File: src/rtl/lane_move_ctrl.sv
// Lane move controller: vsync frame ticks, level-scaled move strobes,
// and the start/pause/collision game-state machine.
module lane_move_ctrl #(
  parameter int PERIOD_INIT      = 3,
  parameter int PERIOD_MIN       = 1,
  parameter int LEVEL_UP_MOVES   = 64,
  parameter int MAX_LEVEL        = 7,
  parameter int VSYNC_ACTIVE_LOW = 1
) (
  input  logic       clk,
  input  logic       reset,
  input  logic       vsync,
  input  logic       start,
  input  logic       pause,
  input  logic       hit,
  output logic       move,
  output logic       follower_reset,
  output logic [2:0] level,
  output logic [1:0] state
);

  localparam int PMAX =
    (PERIOD_INIT > PERIOD_MIN) ? PERIOD_INIT : PERIOD_MIN;
  localparam int FCW = (PMAX > 1) ? $clog2(PMAX) : 1;
  localparam int MCW =
    (LEVEL_UP_MOVES > 1) ? $clog2(LEVEL_UP_MOVES) : 1;

  localparam logic VS_IDLE = (VSYNC_ACTIVE_LOW != 0);
  localparam logic [2:0] LVL_MAX = 3'(MAX_LEVEL);
  localparam logic [MCW-1:0] MC_LAST = MCW'(LEVEL_UP_MOVES - 1);

  typedef enum logic [1:0] {
    S_IDLE   = 2'b00,
    S_RUN    = 2'b01,
    S_PAUSED = 2'b10,
    S_HALT   = 2'b11
  } state_t;

  state_t         r_state;
  state_t         w_state_nxt;
  logic           r_vsync_q;
  logic           r_armed;
  logic [FCW-1:0] r_frame_cnt;
  logic [MCW-1:0] r_move_cnt;
  logic [2:0]     r_level;
  logic           r_move;
  logic           r_frs;

  logic           w_vs_on;
  logic           w_vs_q_on;
  logic           w_tick;
  logic [FCW:0]   w_period;
  logic           w_last;
  logic           w_restart;
  logic           w_run_tick;
  logic           w_fire;

  // Edge detect on the asserted vsync level; r_armed blocks the
  // first post-reset cycle so a vsync already asserted is no edge.
  assign w_vs_on   = (vsync != VS_IDLE);
  assign w_vs_q_on = (r_vsync_q != VS_IDLE);
  assign w_tick    = w_vs_on & ~w_vs_q_on & r_armed;

  // Frames per move, clamped before subtracting so it never wraps.
  always_comb begin
    w_period = (FCW+1)'(PERIOD_MIN);
    if (PERIOD_INIT > int'(r_level) + PERIOD_MIN)
      w_period = (FCW+1)'(PERIOD_INIT - int'(r_level));
  end

  assign w_last =
    ({1'b0, r_frame_cnt} >= (w_period - (FCW+1)'(1)));

  // Next state plus the restart and count qualifiers.
  always_comb begin
    w_state_nxt = r_state;
    w_restart   = 1'b0;
    w_run_tick  = 1'b0;
    unique case (r_state)
      S_IDLE, S_HALT: begin
        if (start) begin
          w_state_nxt = S_RUN;
          w_restart   = 1'b1;
        end
      end
      S_RUN: begin
        if (hit)
          w_state_nxt = S_HALT;
        else if (pause)
          w_state_nxt = S_PAUSED;
        else
          w_run_tick = w_tick;
      end
      S_PAUSED: begin
        if (hit)
          w_state_nxt = S_HALT;
        else if (!pause)
          w_state_nxt = S_RUN;
      end
      default: w_state_nxt = S_IDLE;
    endcase
  end

  assign w_fire = w_run_tick & w_last;

  // Game state register.
  always_ff @(posedge clk or posedge reset) begin
    if (reset)
      r_state <= S_IDLE;
    else
      r_state <= w_state_nxt;
  end

  // vsync history for the edge detector.
  always_ff @(posedge clk or posedge reset) begin
    if (reset) begin
      r_vsync_q <= VS_IDLE;
      r_armed   <= 1'b0;
    end else begin
      r_vsync_q <= vsync;
      r_armed   <= 1'b1;
    end
  end

  // Frame divider, move counter and saturating level.
  always_ff @(posedge clk or posedge reset) begin
    if (reset) begin
      r_frame_cnt <= '0;
      r_move_cnt  <= '0;
      r_level     <= '0;
    end else if (w_restart) begin
      r_frame_cnt <= '0;
      r_move_cnt  <= '0;
      r_level     <= '0;
    end else if (w_fire) begin
      r_frame_cnt <= '0;
      if (r_move_cnt == MC_LAST) begin
        r_move_cnt <= '0;
        if (r_level < LVL_MAX)
          r_level <= r_level + 3'd1;
      end else begin
        r_move_cnt <= r_move_cnt + MCW'(1);
      end
    end else if (w_run_tick) begin
      r_frame_cnt <= r_frame_cnt + FCW'(1);
    end
  end

  // One-cycle strobes; restart and move are mutually exclusive.
  always_ff @(posedge clk or posedge reset) begin
    if (reset) begin
      r_move <= 1'b0;
      r_frs  <= 1'b0;
    end else begin
      r_move <= w_fire;
      r_frs  <= w_restart;
    end
  end

  assign move           = r_move;
  assign follower_reset = r_frs;
  assign level          = r_level;
  assign state          = r_state;

endmodule

File: config.mk
export PLATFORM = sky130hd
export DESIGN_NAME = lane_move_ctrl
export DESIGN_NICKNAME = d
export VERILOG_FILES = /design/src/rtl/lane_move_ctrl.sv
export SDC_FILE = /design/constraint.sdc
export NUM_CORES = 1
export LEC_CHECK = 0
export BUFFER_PORTS_ARGS = -buffer_cell sky130_fd_sc_hd__buf_4
export CORE_MARGIN = 2
export CORE_UTILIZATION = 50
export DETAILED_ROUTE_END_ITERATION = 16
export PLACE_DENSITY = 0.76
export SKIP_LAST_GASP = 1
export SLEW_MARGIN = 20
export SYNTH_ARGS = -nofsm -noshare
export SYNTH_HDL_FRONTEND = slang
export SYNTH_SLANG_ARGS = --single-unit
File: constraint.sdc
create_clock -name clk -period 7.1 [get_ports clk]
set_input_delay 0.71 -clock clk [delete_from_list [all_inputs] [get_ports clk]]
set_output_delay 0.71 -clock clk [all_outputs]
set_load 0.1 [all_outputs]
After elaboration in Yosys (flattened, before gate mapping)
Cells that the tools add are included.

Register bits after elaboration: 17. Input port bits: 6. Word-level logic and storage cells: 58.

Add/subtract/negate cells: 6. Order comparisons: 3. Equality and inequality tests: 7. Mux-type cells: 22. Bitwise operators: 4. Reduce and logical (&&, ||, !) cells: 8.

Operators with widths (number): 2-to-1 mux 6 bit (3); 2-to-1 mux 2 bit (8); 2-to-1 mux 3 bit (5); adder 6 x 1 -> 6 bit (second input constant) (1); == test 6 bit (second input constant) (1); inequality test 3 bit (second input constant) (2); case mux 2 bit (3 select lines) (1); AND reduction 3 bit (2); nonzero test 2 bit (3); 2-to-1 mux 1 bit (5); adder 3 x 1 -> 4 bit (second input constant) (1); == test 2 bit (second input constant) (2); > comparator 2 x 4 -> 1 bit (first input constant) (1); adder 3 x 1 -> 3 bit (second input constant) (1); AND 1 bit (3); >= comparator 2 x 3 -> 1 bit (1); < comparator 3 bit (second input constant) (1); nonzero test 3 bit (1); subtractor 2 x 3 -> 3 bit (first input constant) (1); subtractor 3 x 1 -> 3 bit (second input constant) (1); adder 2 x 1 -> 2 bit (second input constant) (1); == test 2 x 1 -> 1 bit (second input constant) (1); zero test 2 bit (1); inequality test 2 bit (second input constant) (1); 2 further kinds (2).

Depth between registers and ports, before layout
Gate-level depths: netlist (run 1).

Depth after elaboration: 9. Gate-level depth with buffers: 9.

Worst setup path after synthesis (run 1)
Ideal clock, no wire load.

Path type: reg2reg. Start point: register r_level[1] (netlist: level[1]). End point: register r_move_cnt[4]. Setup time: 0.078 ns. Data arrival time: 2.912 ns. Required time: 7.022 ns. Slack: 4.110 ns. Stages on the path, launching flop included: 10. Path buffers: 1. Period minus slack after synthesis: 2.990 ns. Cells stage by stage: dfrtp_1 -> or2_2 -> nor2_1 -> ha_1 -> ha_1 -> nor2_1 -> or3_1 -> buf_2 -> or4_1 -> a21oi_1.

Word-level cells in the longest chain between the ends: 7.

Ends and longest elaborated chain: start: declaration (RTL line 45) `logic [2:0] r_level;`; start signal: assignment (RTL line 140) `r_level <= r_level + 3'd1;`; adder 3 x 1 -> 4 bit (RTL line 67) `if (PERIOD_INIT > int'(r_level) + PERIOD_MIN)`; > comparator 2 x 4 -> 1 bit (RTL line 67); 2-to-1 mux 3 bit * (RTL line 67); subtractor 3 x 1 -> 3 bit * (RTL line 72) `({1'b0, r_frame_cnt} >= (w_period - (FCW+1)'(1)));`; >= comparator 2 x 3 -> 1 bit * (RTL line 72); AND 1 bit * (RTL line 104) `assign w_fire = w_run_tick & w_last;`; nonzero test 2 bit (no line) *; end signal: assignment (RTL line 142) `r_move_cnt <= r_move_cnt + MCW'(1);`; end: declaration (RTL line 44) `logic [MCW-1:0] r_move_cnt;`.

Mark *: on every way between the ends. The rest lies on a longest branch, timed or not. A chain may end at the register's enable or synchronous reset.

Worst setup path after layout (run 1)
Start point: register r_level[1] (netlist: level[1]). End point: register r_level[0] (netlist: level[0]).

Word-level cells in the longest chain between the ends: 8.

Ends and longest elaborated chain (RTL line): adder 3 x 1 -> 4 bit (67); > comparator 2 x 4 -> 1 bit (67); 2-to-1 mux 3 bit (67); subtractor 3 x 1 -> 3 bit (72); >= comparator 2 x 3 -> 1 bit (72); AND 1 bit (104); nonzero test 2 bit (no line); AND reduction 3 bit (no line) *.

Marked as above.

==> flow_metrics.tcl, run 1 <==
set metrics [dict create \
    outcome "finished clean" \
    drive_gt1_frac 0.1842 \
    clk_latency_ns 0.28 \
    via_per_inst 5.719 \
    syn_to_final_growth_pct 14.14 \
    drc 0 \
    rsz0062_at_grt "false" \
    drtIter0Drc 19 \
    cts_root_buf "clkbuf_4" \
    fmax_ghz 0.3704 \
    powerDensity_mw_per_mm2 274.3 \
    hold_viol 0 \
    layout_commonest_cell "dfrtp_1" \
    htree_levels 1 \
    cts.repair.resized 0 \
    fin_area_sq_mm 0.001091 \
    row_count 15 \
    p_int_uw 160.9 \
    yosysWarningCount 0 \
    drv_cap 0 \
    dp_cells 135 \
    grt_pass1_wl_microns 3077 \
    synth_nets 114 \
    portBuffers 12 \
    power_frac_seq 0.378 \
    die_x_microns 47.73 \
    fin_skew_ns 0.002514 \
    final_cell_mix "dfrtp_1 (16), buf_4 (12), nand2_1 (9), inv_1 (9)" \
    fill_cells 175 \
    grt_pass1_vias 714 \
    ctsHoldBuffers 0 \
    antennaDiodeCount 0 \
    ant_nets 0 \
    first_pass_iters 4 \
    synth_edf_count 0 \
    slew_viol_final 0 \
    place.gp.congestion 0.8496 \
    timing.rr.start "level[1]" \
    ys_seq_area_frac 0.4463 \
    hp-class "in2async" \
    post_cts_buffers 0 \
    grt_start_max_net_pins 18 \
    placed_area_sq_mm 0.001065 \
    crit_type "reg2reg" \
    coreArea_sq_mm 0.001764 \
    fin_tns_setup_ns 0 \
    num_vias 795 \
    initial_core_util 0.5418 \
    synth-main-ff-cell "dfrtp_1" \
    comb_power_share 0.456 \
    syn_inst 101 \
    clockBufferDepth 2 \
    track_usage 0.1913 \
    p_leak_uw 0.0005160 \
    ir_worst_vdd_mv 0.2177 \
    worstPathRequired_ns 7.27 \
    die_h_microns 47.73 \
    period_share 0.3803 \
    worstMarginPinSlew_ns 0.8079 \
    instances_no_fill 139 \
    final_nets 128 \
    setup_viol 0 \
    path_clk_slew_ns 0.09 \
    overflow 0 \
    cts_buffers 3 \
    syn_area_per_cell_sq_um 9.465 \
    rrSetupSlack_ns 4.40 \
    synth_cell_type_count 35 \
    reg2regPathDepth 8 \
    power_frac_clock 0.166 \
    place_hpwl_microns 1490 \
    cp.arrival_ns 2.87 \
    cts_sinks 17 \
    cts_tree "built" \
    period_minus_slack_ns 2.700 \
    end_kind "register" \
    ys_ff_latch 17 \
    p_sw_uw 138.4 \
    final_util 0.6184 \
    num_io_pins 13 \
    r2r_end "level[0]" \
    dieArea_sq_mm 0.002278 \
    relSlewSlack 0.4573 \
    routed_wirelength_microns 1928 \
    syn_area_sq_um 955.9 \
    crit_path_max_fanout 8 \
    start_kind "register" \
    grt_antenna_before_repair 0 \
    power.total_uw 299.3 \
    wl_per_cell_microns 13.87 \
    synthArstFlopShare 1.000 \
    p_sw_frac 0.4625 \
]
[cell usage after synthesis, drive strengths merged (2+ instances only)]
master	n	share of area
a21oi	6	0.031
a311oi	2	0.018
a31o	2	0.018
a31oi	3	0.020
a32o	2	0.021
a41oi	2	0.018
clkbuf	2	0.0079
dfrtp	16	0.42
ha	7	0.092
inv	9	0.035
nand2	9	0.035
nand3	4	0.021
nor2	7	0.027
nor3	4	0.021
o21ai	4	0.021
o31ai	2	0.016
or4	2	0.016
[final cells by class]
cell class	instances	area (sq um)	area share
multi-input combinational	72	483.0	0.4427
clock buffer	4	26.28	0.02408
tap	25	31.28	0.02867
inverter	9	33.78	0.03096
timing repair buffer	12	90.09	0.08257
sequential	17	426.7	0.3911
[power groups by stage]
| stage | Combinational (uW) | Clock (uW) | Sequential (uW) |
|---|---|---|---|
| after floorplan | 51.3 | 0 | 172 |
| after global placement | 134 | 0 | 115 |
| after detailed placement | 136 | 0 | 115 |
| after CTS | 136 | 51.0 | 113 |
| after global routing | 147 | 56.3 | 115 |
| final | 136 | 49.6 | 113 |
[how the worst max path moves through the flow]
| stage | from | endpoint | depth (start not counted) |
|---|---|---|---|
| final | level[1] | level[0] | 8 |
| after global routing | level[1] | level[2] | 8 |
| after CTS | level[1] | level[0] | 8 |
| after global placement | level[1] | r_move_cnt[4] | 8 |
| after floorplan | level[1] | r_move_cnt[4] | 9 |
| after detailed placement | level[1] | level[0] | 8 |
[worst max-delay path, cell delays in order, from the launching register on]
cell and delay, ns:
dfrtp_1 0.43, or2_2 0.32, nor2_1 0.15, ha_1 0.26
ha_1 0.27, nor2_1 0.04, nor3_1 0.62, a31oi_1 0.19
a211oi_1 0.30
[cells by family after synthesis]
group                      after synthesis  synth area share
DFF                                     17            0.4463
buffers and inverters                   12           0.04842
AOI/OAI and AO/OA                       28            0.2042
other                                    1          0.003923
muxes                                    1           0.01047
and+or+nand+nor                         35            0.1950
adders and majority gates                7           0.09162
[per-layer routing]
layer  track usage  routed length, microns  part of all wire
met1        0.2488                     882              0.46
met2        0.3280                     929              0.48
met3       0.02264                      92             0.048
met4       0.06486                      24             0.012
met5             0                       0                 0
[sequential cells by signal, indices dropped and copies added, names as in the netlist]
signal and cells:
level 3, state 2, move 1, r_vsync_q 1
r_move_cnt 6, follower_reset 1, r_frame_cnt 2, r_armed 1
[metrics by stage]
step                setup slack (ns)  hold WS (ns)
finish                         4.400        0.5034
global route                   4.257        0.5184
floorplan                      4.110        0.5139
CTS                            4.398        0.5224
global placement               4.542        0.5297
detailed placement             4.422        0.5358
Power figures use the tool's default switching activity.
==> run 2, diff against run 1 <==
- ABC_AREA: unset -> 1
- PLACE_DENSITY: 0.76 -> 0.78
- clock period: 7.1 -> 2.4 ns (I/O delays scaled with it)
==> run 2 against run 1 <==
Net effect:
- hold slack got worse by 0.48 ns
- sequential power rose to 3.6 times the previous value
- register-to-register slack got worse by 4.1 ns
- clock skew rose by 0.00076 ns
- clock power rose to 3.1 times the previous value
- total power rose to 4.9 times the previous value
- global-route usage fell by 0.67 points
- highest routed layer unchanged
- core utilization fell by 0.92 points
- synthesized area rose by 11%
==> flow_metrics.tcl, run 2 <==
set metrics [dict create \
    rsz0062_at_grt "false" \
    first_pass_iters 4 \
    num_vias 848 \
    yosysWarningCount 0 \
    grt_antenna_before_repair 0 \
    cp_common_cell "ha_1" \
    antennaDiodeCount 0 \
    cts_buffers 3 \
    clockBufferDepth 2 \
    num_io_pins 13 \
    final_nets 155 \
    cts_tree "built" \
    yosys.area_share.simple 0.3262 \
    path_delay_family "simple AND/OR/NAND/NOR gates" \
    synth_top_area_frac 0.3783 \
    start_kind "register" \
    ctsHoldBuffers 0 \
    die_h_microns 50.01 \
    synth.top_cells.by_area "dfrtp_1 (38%), nand2_1 (11%), ha_1 (8.3%), inv_1 (4.3%), nand3_1 (3.8%)" \
    portBuffers 12 \
    fmax_ghz 0.4685 \
    crit_type "reg2reg" \
    coreArea_sq_mm 0.001982 \
    path_clk_slew_ns 0.10 \
    synth_cell_type_count 31 \
    grt_pass1_wl_microns 3539 \
    synthAdderAreaFrac 0.08274 \
    drv_cap 0 \
    synth_top_family_by_area "simple AND/OR/NAND/NOR gates" \
    via_per_inst 5.048 \
    syn_area_sq_mm 0.001059 \
    row_count 16 \
    end_kind "register" \
    routed_wirelength_microns 1919 \
    place.gp.congestion 0.8476 \
    grt_pass1_vias 878 \
    p_leak_uw 0.0006231 \
    hp-class "in2async" \
    crit_path_max_fanout 8 \
    cts.repair.resized 0 \
    setup_viol 0 \
    slew_viol_final 0 \
    cts_root_buf "clkbuf_4" \
    die_x_microns 50.01 \
    largest_reg_flops 6 \
    synthTopCellsByCount "nand2_1 (32), dfrtp_1 (16), inv_1 (12)" \
    cts_sinks 17 \
    ant_nets 0 \
    worstPathRequired_ns 2.62 \
    synth_nets 139 \
    drtIter0Drc 11 \
    critPathBufInv 0 \
    htree_levels 1 \
    synth-compound-area-share 0.1028 \
    dieArea_sq_mm 0.002501 \
    critPathSlowestCell "dfrtp_2" \
    syn_inst 126 \
    drive_gt1_frac 0.2624 \
    fin_tns_setup_ns 0 \
    relSlewSlack 0.5791 \
    fin_skew_ns 0.003271 \
    wl_per_cell_microns 11.42 \
    ys_ff_latch 17 \
    synth_top_area_cell "dfrtp_1" \
    overflow 0 \
    synth.most_common_cell "nand2_1" \
    syn_area_per_cell_sq_um 8.401 \
    hold_viol 0 \
    syn_to_final_growth_pct 14.07 \
    outcome "finished clean" \
    drc 0 \
    hold_ws_ns 0.02729 \
    synth_mux_area_frac 0 \
    initial_core_util 0.5341 \
    clk_latency_ns 0.29 \
    place_hpwl_microns 1482 \
    synth-main-ff-cell "dfrtp_1" \
    crit_chain "or2_2 -> nor2_1 -> ha_1 -> ha_1 -> nand3_1 -> nand3_2 -> a21oi_4 -> nand2_1 -> o21ai_1" \
    max_stage_delay_ns 0.44 \
    ir_worst_vdd_mv 0.6381 \
    ys_seq_area_frac 0.4031 \
    synth-xor-area-share 0.01655 \
    powerDensity_mw_per_mm2 1225 \
    top_register "r_move_cnt" \
    cp.arrival_ns 2.35 \
    period_share 0.8894 \
    post_cts_buffers 0 \
    layout_commonest_cell "nand2_1" \
    period_minus_slack_ns 2.134 \
    grt_start_max_net_pins 18 \
    synth_edf_count 0 \
    final_cell_mix "nand2_1 (32), dfrtp_1 (13), inv_1 (12), buf_4 (12)" \
    synthArstFlopShare 1.000 \
    track_usage 0.1847 \
    worstMarginPinSlew_ns 0.6306 \
]
==> run 2: logic make-up after synthesis <==
family / count (synthesis)
XOR/XNOR: 2
buffers and inverters: 18
flip-flops: 17
AND/OR/NAND/NOR: 66
adder cells (fa/ha/maj): 7
other: 1
AO/OA/AOI/OAI: 15
==> run 2: final timing paths <==
check,startpoint,end,slack (ns),depth (start not counted)
worst max-delay path,level[1],r_move_cnt[3],0.27,9
worst min-delay path,reset,r_move_cnt[5],0.03,2
worst max register to register,level[1],r_move_cnt[3],0.27,9
worst min register to register,level[1],level[1],0.53,2
max in group asynchronous,reset,level[2],1.93,2
min in group clk,vsync,r_vsync_q,0.06,1
==> run 2: cell type report <==
type	count	area [sq um]
multi-input combinational	91	563.0
fill	177	774.5
clock buffer	4	26.28
inverter	17	63.81
tap	27	33.78
timing repair buffer	12	90.09
sequential	17	430.4
==> run 2: metal layers <==
metal  up-vias  wire length, microns  GRT usage
met1       393                   900     0.2265
met4         0                    14    0.04167
met5         -                     0          0
met3         2                    72    0.05758
li1        438                     -          -
met2        15                   931     0.3136
==> run 2: stage by stage <==
| step | instances | area [sq um] | utilization | power [uW] | worst slack, ns |
|---|---|---|---|---|---|
| finish | 168 | 1207 | 0.6092 | 1480 | 0.2655 |
| floorplan | 126 | 1062 | - | 1159 | 0.1244 |
| detailed placement | 164 | 1181 | 0.5960 | 1336 | 0.2735 |
| global placement | 164 | 1181 | 0.5960 | 1312 | 0.3403 |
| CTS | 168 | 1207 | 0.6092 | 1493 | 0.2554 |
| global route | 168 | 1207 | 0.6092 | 1591 | 0.1034 |
==> run 2: where the power goes <==
part	internal (uW)	switching (uW)
clock	64.6	87.3
sequential	351	55.5
combinational	258	664
total	673	806
==> run 3, diff against run 2 <==
- CELL_PAD_IN_SITES_DETAIL_PLACEMENT: unset -> 2
- CELL_PAD_IN_SITES_GLOBAL_PLACEMENT: unset -> 2
- CORE_UTILIZATION: 50 -> 30
- GPL_TIMING_DRIVEN: unset -> 0
==> run 3 against run 2 <==
Net effect:
- sequential power about the same
- cell area increased by 2.7%
- maximum frequency down 3.2%
- wire length grew 35%
- final cell count increased by 12%
- clock skew increased by 0.0021 ns
- setup slack lost 0.071 ns
- sequential cell count did not move
- critical path type unchanged
==> flow_metrics.tcl, run 3 (synthesized netlist as in run 2, its figures left out) <==
set metrics [dict create \
    outcome "finished clean" \
    timing.rr.start "level[1]" \
    fin_skew_ns 0.005382 \
    routed_wirelength_microns 2591 \
    final_nets 156 \
    period_share 0.9190 \
    grt_pass1_vias 1011 \
    grt_pass1_wl_microns 4685 \
    antennaDiodeCount 0 \
    drtIter0Drc 15 \
    num_vias 893 \
    startpoint "level[1]" \
    cts_sinks 17 \
    largest_reg_flops 6 \
    hp-class "in2async" \
    fill_cells 424 \
    clockBufferDepth 2 \
    place_hpwl_microns 2107 \
    cp.arrival_ns 2.43 \
    power.total_uw 1524 \
    crit_path_max_fanout 8 \
    met1_usage 0.1820 \
    end_kind "register" \
    hold_viol 0 \
    final_util 0.3687 \
    portBuffers 12 \
    cp_common_cell "ha_1" \
    post_cts_buffers 0 \
    busiest_layer "met2" \
    cts_buffers 3 \
    fmax_ghz 0.4534 \
    via_per_inst 4.750 \
    initial_core_util 0.3147 \
    relSlewSlack 0.5290 \
    grt_start_max_net_pins 18 \
    regArea_sq_um 430.4 \
    htree_levels 1 \
    multi_input_area_sq_um 565.5 \
    period_minus_slack_ns 2.206 \
    cts_root_buf "clkbuf_4" \
    num_io_pins 13 \
    setup_viol 0 \
    cts_tree "built" \
    place.gp.congestion 0.8312 \
    worstPathRequired_ns 2.63 \
    max_stage_delay_ns 0.45 \
    overflow 0 \
    rsz0062_at_grt "false" \
    dp_slack_ns 0.1532 \
    ant_nets 0 \
    coreArea_sq_mm 0.003363 \
    grtUsageMet2 0.2605 \
    track_usage 0.1494 \
    first_pass_iters 3 \
    worstMarginPinSlew_ns 0.7057 \
    die_x_microns 63.40 \
    wl_per_cell_microns 13.78 \
    layout_commonest_cell "nand2_1" \
    dieArea_sq_mm 0.004020 \
    p_leak_uw 0.0006316 \
    clk_latency_ns 0.30 \
    fin_tns_setup_ns 0 \
    drv_cap 0 \
    ir_worst_vdd_mv 0.2848 \
    slew_viol_final 0 \
    crit_chain "or2_2 -> nor2_2 -> ha_1 -> ha_1 -> nand3_1 -> nand3_2 -> a21oi_4 -> nand2_1 -> o21ai_1" \
    drc 0 \
    path_clk_slew_ns 0.11 \
    cts.repair.resized 0 \
    final_cell_mix "nand2_1 (32), dfrtp_1 (13), inv_1 (12), buf_4 (12), nand3_1 (8)" \
    use_met3 0.02143 \
    top_register "r_move_cnt" \
    grt_antenna_before_repair 0 \
    critPathSlowestCell "dfrtp_2" \
    drive_gt1_frac 0.2817 \
    powerDensity_mw_per_mm2 1229 \
    die_h_microns 63.40 \
    row_count 21 \
    crit_type "reg2reg" \
    start_kind "register" \
    finalWorstSetupSlack_ns 0.1943 \
    ctsHoldBuffers 0 \
    syn_to_final_growth_pct 17.14 \
]
==> run 3: cell types whose count changed in the layout (fill, tap and decap cells not counted), sizes merged <==
cell    previous run  this run
clkinv             0         1
buf               12        13
clkbuf             4         3
==> run 3: metrics by stage <==
stage / instances / hold WS (ns) / area (sq um)
after global placement: 184 / 0.3582 / 1210
after floorplan: 126 / 0.1651 / 1062
final: 188 / 0.04348 / 1240
after CTS: 188 / 0.02980 / 1237
after global routing: 188 / 0.01863 / 1240
after detailed placement: 184 / 0.3612 / 1210
==> run 3: routing by layer <==
layer,vias up,wire [microns],share of wire
met5,-,0,0
met4,0,32,0.012
met3,4,38,0.015
met2,6,1354,0.52
met1,445,1166,0.45
li1,438,-,-
==> run 3: worst paths after layout <==
| path | slack (ns) | endpoint | cells after the start |
|---|---|---|---|
| max | 0.19 | r_move_cnt[3] | 9 |
| min | 0.04 | r_move_cnt[1] | 2 |
| max reg2reg | 0.19 | r_move_cnt[3] | 9 |
| min reg2reg | 0.53 | r_move_cnt[1] | 2 |
| max in group asynchronous | 1.86 | level[2] | 2 |
| min in group clk | 0.04 | r_vsync_q | 1 |
==> run 3: area by class of cell <==
class	count	area share
Multi-Input combinational cell	91	0.4561
Sequential cell	17	0.3471
Timing Repair Buffer	12	0.07265
Inverter	17	0.05146
Tap cell	46	0.04642
Clock buffer	3	0.01816
Clock inverter	1	0.004036
Buffer	1	0.004036
==> run 3: critical path, delay by kind of cell, from the launching register on <==
| kind | cells | cell delay, ns |
|---|---|---|
| compound gates | 2 | 0.38 |
| fa+ha+maj | 2 | 0.53 |
| flops | 1 | 0.45 |
| simple gates | 5 | 0.78 |
==> run 3: report_power, final <==
part / switching, uW / internal [uW] / total [uW]
registers: 57.4 / 351 / 408
clock network: 98.2 / 62.1 / 160
logic: 698 / 257 / 956
total: 854 / 670 / 1520
